File: config.mk
export PLATFORM = sky130hd
export DESIGN_NAME = agc_gain_controller
export DESIGN_NICKNAME = d
export VERILOG_FILES = /design/src/rtl/agc_gain_controller.sv
export SDC_FILE = /design/constraint.sdc
export NUM_CORES = 1
export LEC_CHECK = 0
export BUFFER_PORTS_ARGS = -buffer_cell sky130_fd_sc_hd__buf_4
export CAP_MARGIN = 20
export CORE_UTILIZATION = 25
export CTS_CLUSTER_DIAMETER = 100
export DETAILED_ROUTE_END_ITERATION = 10
export SYNTH_ARGS = -nofsm -noshare
export SYNTH_HDL_FRONTEND = slang
export SYNTH_SLANG_ARGS = --single-unit
File: constraint.sdc
create_clock -name clk -period 3.3 [get_ports clk]
set_input_delay 0.33 -clock clk [delete_from_list [all_inputs] [get_ports clk]]
set_output_delay 0.33 -clock clk [all_outputs]
set_load 0.005 [all_outputs]
File: src/rtl/agc_gain_controller.sv
// agc_gain_controller
// Closed-loop automatic gain controller for adaptive_gain_scaler. Averages
// |sample_in| over 2^WINDOW_LOG2 valid samples, compares the mean against
// target_level +/- HYST and steps gain_control down/up by STEP. After each
// decision a SETTLE interval of HOLD_CYCLES cycles ignores samples.
//
// Ports:
//   clk, rst_n        : clock, asynchronous active-low reset
//   sample_in         : signed scaler output sample (DATA_WIDTH)
//   sample_valid_in   : sample_in qualifier
//   enable            : loop enable; low returns to IDLE and discards the window
//   target_level      : unsigned target mean magnitude, sampled in DECIDE
//   gain_control      : 8-bit gain code, higher = more gain
//   gain_update       : one-cycle pulse when gain_control changes
//   level_out         : last measured mean magnitude
//   level_valid       : one-cycle pulse when level_out updates
//   locked            : last decision was in-band
//   at_limit          : gain_control equals GAIN_MIN or GAIN_MAX
//
// Optional feature macro: AGC_FAST_ATTACK_EN
//   When defined, a full-scale sample during ACCUM aborts the window and
//   immediately drops the gain by 4*STEP, then enters SETTLE.
module agc_gain_controller #(
  parameter int unsigned           DATA_WIDTH  = 32,
  parameter int unsigned           WINDOW_LOG2 = 8,
  parameter logic [DATA_WIDTH-1:0] HYST        = DATA_WIDTH'(32'h100),
  parameter logic [7:0]            GAIN_INIT   = 8'h40,
  parameter logic [7:0]            GAIN_MIN    = 8'h00,
  parameter logic [7:0]            GAIN_MAX    = 8'hFF,
  parameter int unsigned           STEP        = 1,
  parameter int unsigned           HOLD_CYCLES = 16
) (
  input  logic                  clk,
  input  logic                  rst_n,
  input  logic [DATA_WIDTH-1:0] sample_in,
  input  logic                  sample_valid_in,
  input  logic                  enable,
  input  logic [DATA_WIDTH-1:0] target_level,
  output logic [7:0]            gain_control,
  output logic                  gain_update,
  output logic [DATA_WIDTH-1:0] level_out,
  output logic                  level_valid,
  output logic                  locked,
  output logic                  at_limit
);

  localparam int unsigned AW = DATA_WIDTH + WINDOW_LOG2;
  localparam int unsigned HW = (HOLD_CYCLES > 1) ? $clog2(HOLD_CYCLES) : 1;

  localparam logic [DATA_WIDTH-1:0] MAX_POS  = {1'b0, {(DATA_WIDTH-1){1'b1}}};
  localparam logic [DATA_WIDTH-1:0] MOST_NEG = {1'b1, {(DATA_WIDTH-1){1'b0}}};
  localparam logic [15:0]           STEP_W   = 16'(STEP);
`ifdef AGC_FAST_ATTACK_EN
  localparam logic [15:0]           STEP4_W  = 16'(4 * STEP);
`endif
  localparam logic AT_LIMIT_INIT = (GAIN_INIT == GAIN_MIN) || (GAIN_INIT == GAIN_MAX);

  localparam logic [1:0] IDLE   = 2'd0;
  localparam logic [1:0] ACCUM  = 2'd1;
  localparam logic [1:0] DECIDE = 2'd2;
  localparam logic [1:0] SETTLE = 2'd3;

  logic [1:0]             state_q, state_d;
  logic [AW-1:0]          acc_q, acc_d;
  logic [WINDOW_LOG2-1:0] cnt_q, cnt_d;
  logic                   full_q, full_d;
  logic [DATA_WIDTH-1:0]  mag_q, mag_d;
  logic                   mag_vld_q, mag_vld_d;
  logic [HW-1:0]          hold_q, hold_d;
  logic [7:0]             gain_q, gain_d;
  logic                   gain_update_q, gain_update_d;
  logic [DATA_WIDTH-1:0]  level_q, level_d;
  logic                   level_valid_q, level_valid_d;
  logic                   locked_q, locked_d;
  logic                   at_limit_q, at_limit_d;

  logic [DATA_WIDTH-1:0]  mag_c, lo_c, hi_c, hi_sum_c, mean_c;
  logic                   hi_carry_c;

  // Gain step with clamping; 16-bit arithmetic keeps large STEP values safe.
  function automatic logic [7:0] step_dn(input logic [7:0] g, input logic [15:0] s);
    logic [15:0] room;
    room = {8'h00, g} - {8'h00, GAIN_MIN};
    if (g <= GAIN_MIN)  step_dn = GAIN_MIN;
    else if (room >= s) step_dn = 8'({8'h00, g} - s);
    else                step_dn = GAIN_MIN;
  endfunction

  function automatic logic [7:0] step_up(input logic [7:0] g, input logic [15:0] s);
    logic [15:0] room;
    room = {8'h00, GAIN_MAX} - {8'h00, g};
    if (g >= GAIN_MAX)  step_up = GAIN_MAX;
    else if (room >= s) step_up = 8'({8'h00, g} + s);
    else                step_up = GAIN_MAX;
  endfunction

  // Saturating magnitude: the most negative code maps to the largest positive.
  always_comb begin
    if (sample_in == MOST_NEG)        mag_c = MAX_POS;
    else if (sample_in[DATA_WIDTH-1]) mag_c = -sample_in;
    else                              mag_c = sample_in;
  end

  // Deadzone bounds: lo floors at zero, hi saturates to all-ones.
  always_comb begin
    lo_c                   = (target_level > HYST) ? (target_level - HYST) : '0;
    {hi_carry_c, hi_sum_c} = {1'b0, target_level} + {1'b0, HYST};
    hi_c                   = hi_carry_c ? '1 : hi_sum_c;
    mean_c                 = acc_q[AW-1:WINDOW_LOG2];
  end

  // Next-state and datapath.
  always_comb begin
    state_d       = state_q;
    acc_d         = acc_q;
    cnt_d         = cnt_q;
    full_d        = full_q;
    mag_d         = mag_q;
    mag_vld_d     = 1'b0;
    hold_d        = hold_q;
    gain_d        = gain_q;
    gain_update_d = 1'b0;
    level_d       = level_q;
    level_valid_d = 1'b0;
    locked_d      = locked_q;

    // Magnitudes are registered one cycle before being accumulated.
    if (mag_vld_q) acc_d = acc_q + AW'(mag_q);

    if (!enable) begin
      state_d = IDLE;
      acc_d   = '0;
      cnt_d   = '0;
      full_d  = 1'b0;
    end else begin
      case (state_q)
        IDLE: begin
          state_d = ACCUM;
          acc_d   = '0;
          cnt_d   = '0;
          full_d  = 1'b0;
        end
        ACCUM: begin
          if (full_q) begin
            // Final magnitude lands in the accumulator on this edge.
            state_d = DECIDE;
          end else if (sample_valid_in) begin
`ifdef AGC_FAST_ATTACK_EN
            if (mag_c == MAX_POS) begin
              gain_d        = step_dn(gain_q, STEP4_W);
              gain_update_d = (gain_d != gain_q);
              locked_d      = 1'b0;
              acc_d         = '0;
              cnt_d         = '0;
              if (HOLD_CYCLES == 0) begin
                state_d = ACCUM;
              end else begin
                state_d = SETTLE;
                hold_d  = '0;
              end
            end else
`endif
            begin
              mag_d     = mag_c;
              mag_vld_d = 1'b1;
              cnt_d     = cnt_q + 1'b1;
              full_d    = &cnt_q;
            end
          end
        end
        DECIDE: begin
          level_d       = mean_c;
          level_valid_d = 1'b1;
          if (mean_c > hi_c) begin
            gain_d   = step_dn(gain_q, STEP_W);
            locked_d = 1'b0;
          end else if (mean_c < lo_c) begin
            gain_d   = step_up(gain_q, STEP_W);
            locked_d = 1'b0;
          end else begin
            locked_d = 1'b1;
          end
          gain_update_d = (gain_d != gain_q);
          acc_d         = '0;
          cnt_d         = '0;
          full_d        = 1'b0;
          if (HOLD_CYCLES == 0) begin
            state_d = ACCUM;
          end else begin
            state_d = SETTLE;
            hold_d  = '0;
          end
        end
        SETTLE: begin
          if (32'(hold_q) + 32'd1 >= HOLD_CYCLES) state_d = ACCUM;
          else                                    hold_d  = hold_q + 1'b1;
        end
        default: state_d = IDLE;
      endcase
    end

    at_limit_d = (gain_d == GAIN_MIN) || (gain_d == GAIN_MAX);
  end

  always_ff @(posedge clk or negedge rst_n) begin
    if (!rst_n) begin
      state_q       <= IDLE;
      acc_q         <= '0;
      cnt_q         <= '0;
      full_q        <= 1'b0;
      mag_q         <= '0;
      mag_vld_q     <= 1'b0;
      hold_q        <= '0;
      gain_q        <= GAIN_INIT;
      gain_update_q <= 1'b0;
      level_q       <= '0;
      level_valid_q <= 1'b0;
      locked_q      <= 1'b0;
      at_limit_q    <= AT_LIMIT_INIT;
    end else begin
      state_q       <= state_d;
      acc_q         <= acc_d;
      cnt_q         <= cnt_d;
      full_q        <= full_d;
      mag_q         <= mag_d;
      mag_vld_q     <= mag_vld_d;
      hold_q        <= hold_d;
      gain_q        <= gain_d;
      gain_update_q <= gain_update_d;
      level_q       <= level_d;
      level_valid_q <= level_valid_d;
      locked_q      <= locked_d;
      at_limit_q    <= at_limit_d;
    end
  end

  assign gain_control = gain_q;
  assign gain_update  = gain_update_q;
  assign level_out    = level_q;
  assign level_valid  = level_valid_q;
  assign locked       = locked_q;
  assign at_limit     = at_limit_q;

endmodule
### Word level (Yosys, flattened, before mapping)

Cells that the tools add are included.

* add/subtract/negate cells: 10
* $lt $le $gt $ge: 8
* equal/unequal tests: 13
* mux-type cells: 41
* bitwise operators: 1
* reductions and logical operators: 11

Operators with widths (count)
* 32-bit two-way mux: 4
* 40-bit two-way mux: 3
* 8-bit two-way mux: 13
* 40-bit by 32-bit adder with 40-bit output: 1
* 32-bit by 9-bit adder with 33-bit output, second input constant: 1
* 32-bit == test, second input constant: 1
* 32-bit greater-than comparator: 1
* 32-bit by 9-bit greater-than comparator with 1-bit output, second input constant: 1
* 32-bit less-than comparator: 1
* 32-bit negation: 1
* 32-bit by 9-bit subtractor with 32-bit output, second input constant: 1
* 8-bit by 1-bit adder with 8-bit output, second input constant: 2
* 16-bit by 1-bit greater-or-equal comparator with 1-bit output, second input constant: 1
* 8-bit one-hot mux with 2 select lines: 1
* 1-bit two-way mux: 13
* 3-bit inequality test, second input constant: 4
* 8-bit by 8-bit subtractor with 9-bit output, first input constant: 1
* 8-bit == test, second input constant: 1
* 8-bit by 1-bit greater-or-equal comparator with 1-bit output, second input constant: 1
* 8-bit greater-or-equal comparator, second input constant: 1
* 8-bit by 1-bit less-or-equal comparator with 1-bit output, second input constant: 1
* 8-bit logical NOT: 1
* 8-bit inequality test: 1
* 2-bit one-hot mux with 4 select lines: 1
* other kinds (21): 27

* register bits: 132
* bits of input ports: 68
* output and inout port bits: 44
* word-level logic and storage cells: 97

### Longest topological paths before layout

Gate-level depths: netlist (run 1).

* depth after elaboration: 12
* depth in mapped cells: 23
* depth with buffers taken out: 21

### Worst setup path before layout (run 1)

OpenSTA, ideal clock, no wires.

* path type: input port to flip-flop
* start: input target_level[10]
* end: register at_limit_q (netlist: at_limit)
* library setup time: 0.078 ns
* arrival: 5.028 ns
* data required time: 3.222 ns
* setup slack: -1.806 ns
* stages on the path: 21
* path buffers: 1
* path through: buf_4 -> or4_4 -> nor3_4 -> nand2_1 -> or3_1 -> nor3_1 -> nand2_1 -> or3_1 -> nor4_1 -> xor2_1 -> nand2_1 -> ha_1 -> and3_1 -> nand3_1 -> o211a_1 -> and4_1 -> a311o_1 -> o31a_1 -> a211o_1 -> or4_1 -> o21bai_1

* cells in the longest elaborated chain, start to end: 11
* elaborated cells on any way between the ends: 16
* those cells by class: 2 x add/sub; 3 x order compare; 1 x eq/ne; 8 x mux; 2 x reduce/logical

Ends and longest elaborated chain
* start: declaration: RTL line 38 `input logic [DATA_WIDTH-1:0] target_level,`
* 32-bit by 9-bit subtractor with 32-bit output or 32-bit by 9-bit greater-than comparator with 1-bit output (tied branches): RTL line 106 `lo_c = (target_level > HYST) ? (target_level - HYST) : '0;`
* 32-bit two-way mux: RTL line 106
* 32-bit less-than comparator: RTL line 177 `end else if (mean_c < lo_c) begin`
* 8-bit two-way mux: RTL line 177
* 8-bit two-way mux (*): RTL line 174 `if (mean_c > hi_c) begin`
* 8-bit two-way mux (*): RTL line 136 `case (state_q)`
* 8-bit two-way mux (*): RTL line 130 `if (!enable) begin`
* 8-bit two-way mux (*): RTL line 136
* 8-bit two-way mux (*): RTL line 130
* 8-bit == test or 8-bit logical NOT (tied branches): RTL line 202 `at_limit_d = (gain_d == GAIN_MIN) || (gain_d == GAIN_MAX);`
* 1-bit logical OR (*): RTL line 202
* via at_limit_d: RTL line 75 `logic at_limit_q, at_limit_d;`
* end signal: assignment: RTL line 233 `at_limit_q <= at_limit_d;`
* end: declaration: RTL line 75

The timed path passes the listed nets; every way through them passes the cells marked *. The select of a mux whose other input is x is not followed.
A chain may end at the register's enable or synchronous reset.

### Worst setup path in the final report (run 1)

* start: input target_level[12]
* end: register at_limit_q (netlist: at_limit)

* cells in the longest elaborated chain, start to end: 11
* elaborated cells on any way between the ends: 16
* those cells by class: 2 x add/sub; 3 x order compare; 1 x eq/ne; 8 x mux; 2 x reduce/logical

Ends and longest elaborated chain
* 32-bit by 9-bit subtractor with 32-bit output or 32-bit by 9-bit greater-than comparator with 1-bit output (tied branches): RTL line 106
* 32-bit two-way mux: RTL line 106
* 32-bit less-than comparator: RTL line 177
* 8-bit two-way mux: RTL line 177
* 8-bit two-way mux (*): RTL line 174
* 8-bit two-way mux (*): RTL line 136
* 8-bit two-way mux (*): RTL line 130
* 8-bit two-way mux (*): RTL line 136
* 8-bit two-way mux (*): RTL line 130
* via gain_d[0]: RTL line 70 `logic [7:0] gain_q, gain_d;`
* 8-bit == test or 8-bit logical NOT (tied branches): RTL line 202
* 1-bit logical OR (*): RTL line 202
* via at_limit_d: RTL line 75

Marks and branches as above.

==> results by group, run 1 <==
Logic synthesis
  – Largest family of logic cells by synthesized area: simple AND/OR/NAND/NOR gates
  – Post-Syn Area: roughly 10,000 um^2
  – Unique masters post-synth: 86
  – Post-synth EDFFs: 0
  – Post-synthesis mux area share: 0.383%
  – Post-synth ARST share: 100%
  – Synth warn: 0
  – Post-Syn Nets: 1,447
  – Sequential element share of the synthesized area: a little under a third
  – Synth Area in Compound Gates: 19.7%
  – Mean Syn Cell Area: 8.22 um^2
  – Post-synthesis cell count: about 1,300
  – Post-Synth Simple-Gate Area: between 20 and 25%
  – Adder-Cell Fraction of Synth Area: 13.0%
  – Seq cells post-synth: 132
  – Synth Area in XOR/XNOR: 7.54%
  – Top FF cell, synth: dfrtp_1

STA
  – Pins Over Slew Limit: 0
  – Fin crit period: 4730 ps
  – Setup violators final: 11
  – Worst-Margin Slew: 934 ps
  – Unrepaired setup endpoints after global routing: true
  – Slew headroom: a little under two fifths
  – Hold Vio Cnt, Final: 0
  – Final setup margin: -1430 ps
  – Final period util: 143%
  – Final Skew: 8.70 ps
  – Fmax: 211 MHz

Critical path
  – R2R cell count: 13
  – Crit. End Element: flop
  – Worst setup SP type: input port
  – Critical path's slowest cell: or4_4
  – CP Class: in -> reg
  – Largest stage delay on the critical path: 550 ps
  – Data arrival time of the worst path: 5080 ps
  – WP buf/inv: 2
  – CP Data Required Time: 3650 ps
  – CP top delay family: simple AND/OR/NAND/NOR gates
  – R2r setup slk: -290 ps
  – CP Max Fanout: 7
  – Worst path cell trace: buf_6 -> or4_4 -> nor3_4 -> nand2_2 -> or3_4 -> nor3_4 -> nand2_2 -> or3_4 -> nor4_4 -> xor2_1 -> nand2_1 -> ha_4 -> and4_1 -> nand2_1 -> nor2_1 -> o311a_1 -> o41ai_4 -> buf_4 -> and4_4 -> a311o_1 -> a211o_1 -> or4_1 -> o21bai_1
  – Reg2reg end: at_limit
  – Worst r2r src: acc_q[17]

Worst hold path
  – Min-delay src: enable
  – Hold path cells: 2
  – Hold Path Class: in -> reg
  – Endpoint, Worst Hold: state_q[0]

Detailed routing
  – Initial DRC count: 670
  – Antenna-violating nets left: 0
  – DRC: 11
  – Wire length per cell: 16.0 um
  – Via count: between 10,000 and 15,000
  – Final WL: roughly 33 mm
  – 1st-pass router iterations: 8
  – Vias per cell: 4.92

Place
  – Dpl cells: 2,036
  – Port Buffers: around 110
  – Routability cong.: 0.908
  – Dpl hpwl: 26.1 mm

Clock network
  – H-tree depth: 4
  – Clock transition at path regs: 60 ps
  – Clock Sink Count: approximately 130
  – CTS Root Cell: clkbuf_16
  – Skew-Pair Late Insertion Delay: 430 ps
  – CTS Buf Count: 17
  – CTS tree: yes
  – CTS max path bufs: 2

Cells and area
  – Fraction of layout cells with a size suffix above 1: 26.2%
  – N_diodes: 0
  – Most common cell after layout, fill and taps aside: buf_4
  – Layout net count: about 1,700
  – Commonest non-fill, non-tap cells in the layout: buf_4, nand2_1, dfrtp_1
  – Area delta synth->final: 35.1%
  – Finished Layout Cells: roughly 2,100

GRT
  – Gr ovfl total: 0
  – Pin count of the biggest net entering global routing: 83
  – GRT Total Usage: ~16%
  – Number of global-route vias before repair: 10,100
  – Global-route wire length before repair: 53.4 mm
  – Initial antenna violation count: 0

Pwr
  – Power Dens Cells: 644 nW/um^2
  – LEAKAGE: 6.86 nW
  – Max VDD drop: 0.396 mV
  – Total power: 9.10 mW

Run
  – Max-cap violations: 0

Floorplanning
  – Ports: 112
  – Num rows: 74
  – Initial core utilization: between 20% and 30%
  – Die Span Y: 206 um
  – Die Area: 42,600 um^2
  – Core area: 41,000 um^2
  – Die W: around 210 um

Outcome
  – Failing checks: DRC, setup timing
  – Status: finished with violations
[synth_stat cells, types with 7 or more instances]
library cell | n | area (um^2)
o211ai_1 | 15 | 113
inv_1 | 27 | 101
xor2_1 | 60 | 526
a21o_1 | 28 | 210
o31ai_1 | 11 | 82.6
nor4_1 | 8 | 50.1
clkbuf_1 | 40 | 150
xnor2_1 | 30 | 263
a22o_1 | 7 | 61.3
ha_1 | 107 | 1340
and3_1 | 13 | 81.3
nand3_1 | 51 | 255
and4_1 | 7 | 61.3
dfrtp_1 | 131 | 3280
nand2_1 | 232 | 871
nor3_1 | 26 | 130
or4_1 | 11 | 82.6
nand2b_1 | 8 | 50.1
nor2_1 | 105 | 394
a211oi_1 | 9 | 67.6
nor2b_1 | 7 | 43.8
o21ai_0 | 88 | 440
nand4_1 | 23 | 144
a21oi_1 | 84 | 420
or3_1 | 10 | 62.6
[report_power, final]
group / total, mW / internal [mW] / switching (mW)
clock: 2.01 / 1.22 / 0.788
combinational: 4.55 / 2.12 / 2.43
sequential: 2.54 / 2.07 / 0.467
[metrics by stage]
step	setup TNS (ps)	setup slack, ps	utilization [%]	hold slack [ps]	area, um^2
global route	-12320	-1600	34.4	224	14100
floorplan	-10250	-1610	-	34.4	10500
finish	-10290	-1430	34.4	218	14100
detailed placement	-16110	-1960	32.0	459	13100
global placement	-15820	-1920	32.0	457	13100
CTS	-10700	-1500	33.8	198	13900
[what timing repair did]
action,in CTS,in global routing
hold buffers,1,0
pin swaps,5,19
endpoints found under the setup margin,15,20
gates resized for setup,16,46
buffers inserted,7,10
endpoints found under the hold margin,1,0
[layout make-up]
cell class | count | area, um^2
clock buffers | 19 | 443
inverters | 27 | 101
well taps | 532 | 666
clock inverters | 13 | 173
repair buffers | 303 | 2360
fillers | 4231 | 26900
multi-input cells | 1057 | 7080
flip-flops and latches | 132 | 3300
[worst max path at each step]
stage	from	to	slack [ps]	depth (start not counted)
2_1_floorplan	target_level[13]	at_limit	-1610	21
3_3_place_gp	target_level[12]	at_limit	-1920	24
3_5_place_dp	target_level[12]	at_limit	-1960	24
4_1_cts	target_level[12]	at_limit	-1500	23
5_1_grt	target_level[12]	at_limit	-1600	23
6_report	target_level[12]	at_limit	-1430	23
[cells by family (layout without fill, tap and decap cells)]
logic type | Yosys count | in the layout
flip-flops | 132 | 132
AND/OR/NAND/NOR | 540 | 540
adder cells (fa/ha/maj) | 108 | 108
XOR/XNOR | 90 | 90
multiplexers | 4 | 4
AO/OA/AOI/OAI | 315 | 315
buffers and inverters | 82 | 362
[routing by layer]
| metal | track usage (%) | vias to the layer above | share of wire, % |
|---|---|---|---|
| li1 | - | 5128 | - |
| met1 | 22.1 | 4867 | 49 |
| met2 | 25.6 | 218 | 45 |
| met3 | 2.81 | 29 | 4.3 |
| met4 | 3.60 | 0 | 1.7 |
| met5 | 0 | - | 0 |
[registers in the layout, indices dropped and copies added, names as in the netlist]
register,count
mag_vld_q,1
full_q,1
level_out,32
level_valid,1
cnt_q,8
acc_q,40
gain_update,1
mag_q,32
locked,1
hold_q,4
at_limit,1
gain_control,8
state_q,2
Note: power is estimated with default switching activity, not from simulation.
==> run 2: changes to the inputs <==
--- a/config.mk
+++ b/config.mk
@@ -5,9 +5,11 @@
 export SDC_FILE = /design/constraint.sdc
 export NUM_CORES = 1
 export LEC_CHECK = 0
+export ABC_AREA = 1
 export BUFFER_PORTS_ARGS = -buffer_cell sky130_fd_sc_hd__buf_4
 export CAP_MARGIN = 20
 export CORE_UTILIZATION = 25
+export CTS_BUF_LIST = sky130_fd_sc_hd__clkbuf_16
 export CTS_CLUSTER_DIAMETER = 100
 export DETAILED_ROUTE_END_ITERATION = 10
 export SYNTH_ARGS = -nofsm -noshare
==> run 2 against run 1 <==
Compared with the run above: the flow finishes with violations (setup timing); critical path depth is 8 higher; first-iteration DRC count fell by 3.4%; synthesized cell count increased by 20%; worst hold slack got worse by 51 ps; count of clock-buffer cells in the layout decreased by 2; final cell count grew 12%; clock power fell by 4%; sequential cell count unchanged; design area increased by 3.1%; die area increased by 2.4%; setup slack better by 1100 ps; largest power group unchanged; highest routed layer unchanged.
==> results by group, run 2 <==
Detailed routing
  – 1st-pass router iterations: 5
  – Wire length per cell: 14.5 um
  – Antenna-violating nets left: 0
  – Vias per cell: 4.76
  – Final WL: 34.0 mm
  – Via count: about 11,000
  – DRC: 0
  – Initial DRC count: approximately 650

Critical path
  – CP top delay family: simple AND/OR/NAND/NOR gates
  – Data arrival time of the worst path: about 4000 ps
  – CP Data Required Time: 3660 ps
  – Worst path depth: 31
  – Worst setup SP type: input port
  – CP Class: in -> reg
  – WP buf/inv: 6
  – Critical Path Start: target_level[9]
  – CP Max Fanout: 7
  – Worst r2r src: acc_q[0]
  – Reg2reg end: acc_q[24]
  – Largest stage delay on the critical path: 250 ps
  – Top cell by count, worst path: nor2_4
  – Critical Path End: at_limit
  – R2r setup slk: 250 ps
  – Critical path's slowest cell: ha_4
  – R2R cell count: 17
  – Crit. End Element: flop

GRT
  – Pin count of the biggest net entering global routing: 75
  – Number of global-route vias before repair: 10,800
  – Initial antenna violation count: 0
  – Gr ovfl total: 0
  – GRT Total Usage: 15.5%
  – Global-route wire length before repair: 55.2 mm

Floorplanning
  – Initial core utilization: 25.4%
  – Die Area: 43,700 um^2
  – Core area: approximately 42,000 um^2
  – Num rows: 75
  – Die Span Y: approximately 210 um
  – Die W: around 210 um
  – Ports: around 110

Pwr
  – Max VDD drop: 0.385 mV
  – Total power: roughly 8.6 mW
  – Power Dens Cells: 589 nW/um^2
  – LEAKAGE: 7.11 nW

STA
  – Fin crit period: roughly 3600 ps
  – Hold_ws: between 150 and 200 ps
  – Worst-Margin Slew: 683 ps
  – Final Skew: 12.6 ps
  – Setup violators final: 9
  – Setup_tns: -1200 ps
  – Unrepaired setup endpoints after global routing: true
  – Pins Over Slew Limit: 0
  – Hold Vio Cnt, Final: 0
  – Final period util: 109%
  – Final setup margin: -295 ps
  – Fmax: 278 MHz
  – Slew headroom: ~54%

Clock network
  – H-tree depth: 4
  – CTS Buf Count: 17
  – Clock transition at path regs: 60 ps
  – Skew-Pair Late Insertion Delay: roughly 440 ps
  – CTS tree: yes
  – CTS Root Cell: clkbuf_16
  – Clock Sink Count: 132
  – CTS max path bufs: 2

Cells and area
  – Commonest non-fill, non-tap cells in the layout: nand2_1, buf_4, nor2_1
  – Layout net count: 1,966
  – Storage cell area: 3300 um^2
  – N_diodes: 0
  – # fillers: 4,438
  – Final core utilization: 34.6%
  – Number of flip-flops in the largest register: 40
  – Fraction of layout cells with a size suffix above 1: 25.2%
  – Final Cell Area: between 10,000 and 15,000 um^2
  – Biggest register: acc_q
  – Multi-input gate area: 7080 um^2
  – Area delta synth->final: 36.0%
  – Most common cell after layout, fill and taps aside: nand2_1
  – Finished Layout Cells: 2,341

Logic synthesis
  – Synth warn: 0
  – Seq cells post-synth: 132
  – Most common cell in the netlist: nand2_1
  – Top post-synthesis cells by area: dfrtp_1, ha_1, nand2_1
  – Area leader, netlist: dfrtp_1
  – Top FF cell, synth: dfrtp_1
  – Post-synthesis cell count: ~1,500
  – Unique masters post-synth: 57
  – Mean Syn Cell Area: 7.04 um^2
  – Yosys top cell area share: 30.6%
  – Sequential element share of the synthesized area: between 30% and 40%
  – Post-synth ARST share: 100%
  – Post-synth EDFFs: 0
  – Post-synth top cells: nand2_1, nor2_1, inv_1
  – Post-Syn Area: 10,700 um^2
  – Post-Syn Nets: 1,699

Worst hold path
  – Hold Path Class: in -> reg
  – Min-delay src: sample_in[30]
  – Hold path cells: 3

Place
  – Port Buffers: 111
  – DP Worst Slack: -910 ps
  – Routability cong.: 0.901
  – Dpl cells: 2,263
  – Area post-placement: 13,200 um^2
  – Dpl hpwl: 26.7 mm

Outcome
  – Failing checks: setup timing
  – Status: finished with violations

Run
  – Max-cap violations: 0
-- run 2: kinds of logic after synthesis --
| group | count (synthesis) | share of synthesized area, % |
|---|---|---|
| AND/OR/NAND/NOR | 689 | 27.5 |
| AO/OA/AOI/OAI | 338 | 17.8 |
| buffers and inverters | 214 | 7.69 |
| flip-flops | 132 | 30.9 |
| adder cells (fa/ha/maj) | 109 | 12.8 |
| XOR/XNOR | 40 | 3.27 |
-- run 2: per-layer routing --
metal / GRT usage [%] / share of wire [%] / vias up
li1: - / - / 5675
met1: 21.9 / 49 / 5232
met2: 25.2 / 46 / 215
met3: 1.86 / 4.5 / 24
met4: 3.68 / 1.2 / 0
met5: 0 / 0 / -
-- run 2: worst min-delay path by stage --
stage	endpoint	slack, ps
floorplan	acc_q[0]	30
global placement	level_valid	320
detailed placement	level_valid	340
CTS	mag_q[30]	150
global route	mag_q[30]	200
finish	mag_q[30]	170
-- run 2: repair_timing --
item,in CTS,in global routing
endpoints found under the setup margin,11,18
endpoints found under the hold margin,33,0
hold buffers,1,0
gates resized for setup,35,79
buffers inserted,28,19
pin swaps,30,58
gates cloned,0,2
-- run 2: power by group --
| part | switching [mW] | internal, mW | total [mW] |
|---|---|---|---|
| Sequential | 0.477 | 2.05 | 2.52 |
| Combinational | 2.47 | 1.66 | 4.12 |
| Clock | 0.799 | 1.13 | 1.93 |
| Total | 3.74 | 4.83 | 8.58 |
-- run 2: tightest hold or removal path, stage by stage --
cell and delay (ps):
buf_4 120, nand2_1 60, a21oi_1 50
-- run 2: area by class of cell --
class / instances / area share (%)
clock buffer: 17 / 2.92
clock inverter: 15 / 1.18
inverter: 175 / 4.53
multi-input combinational: 1178 / 48.6
sequential: 132 / 22.7
tap: 539 / 4.63
timing repair buffer: 285 / 15.5
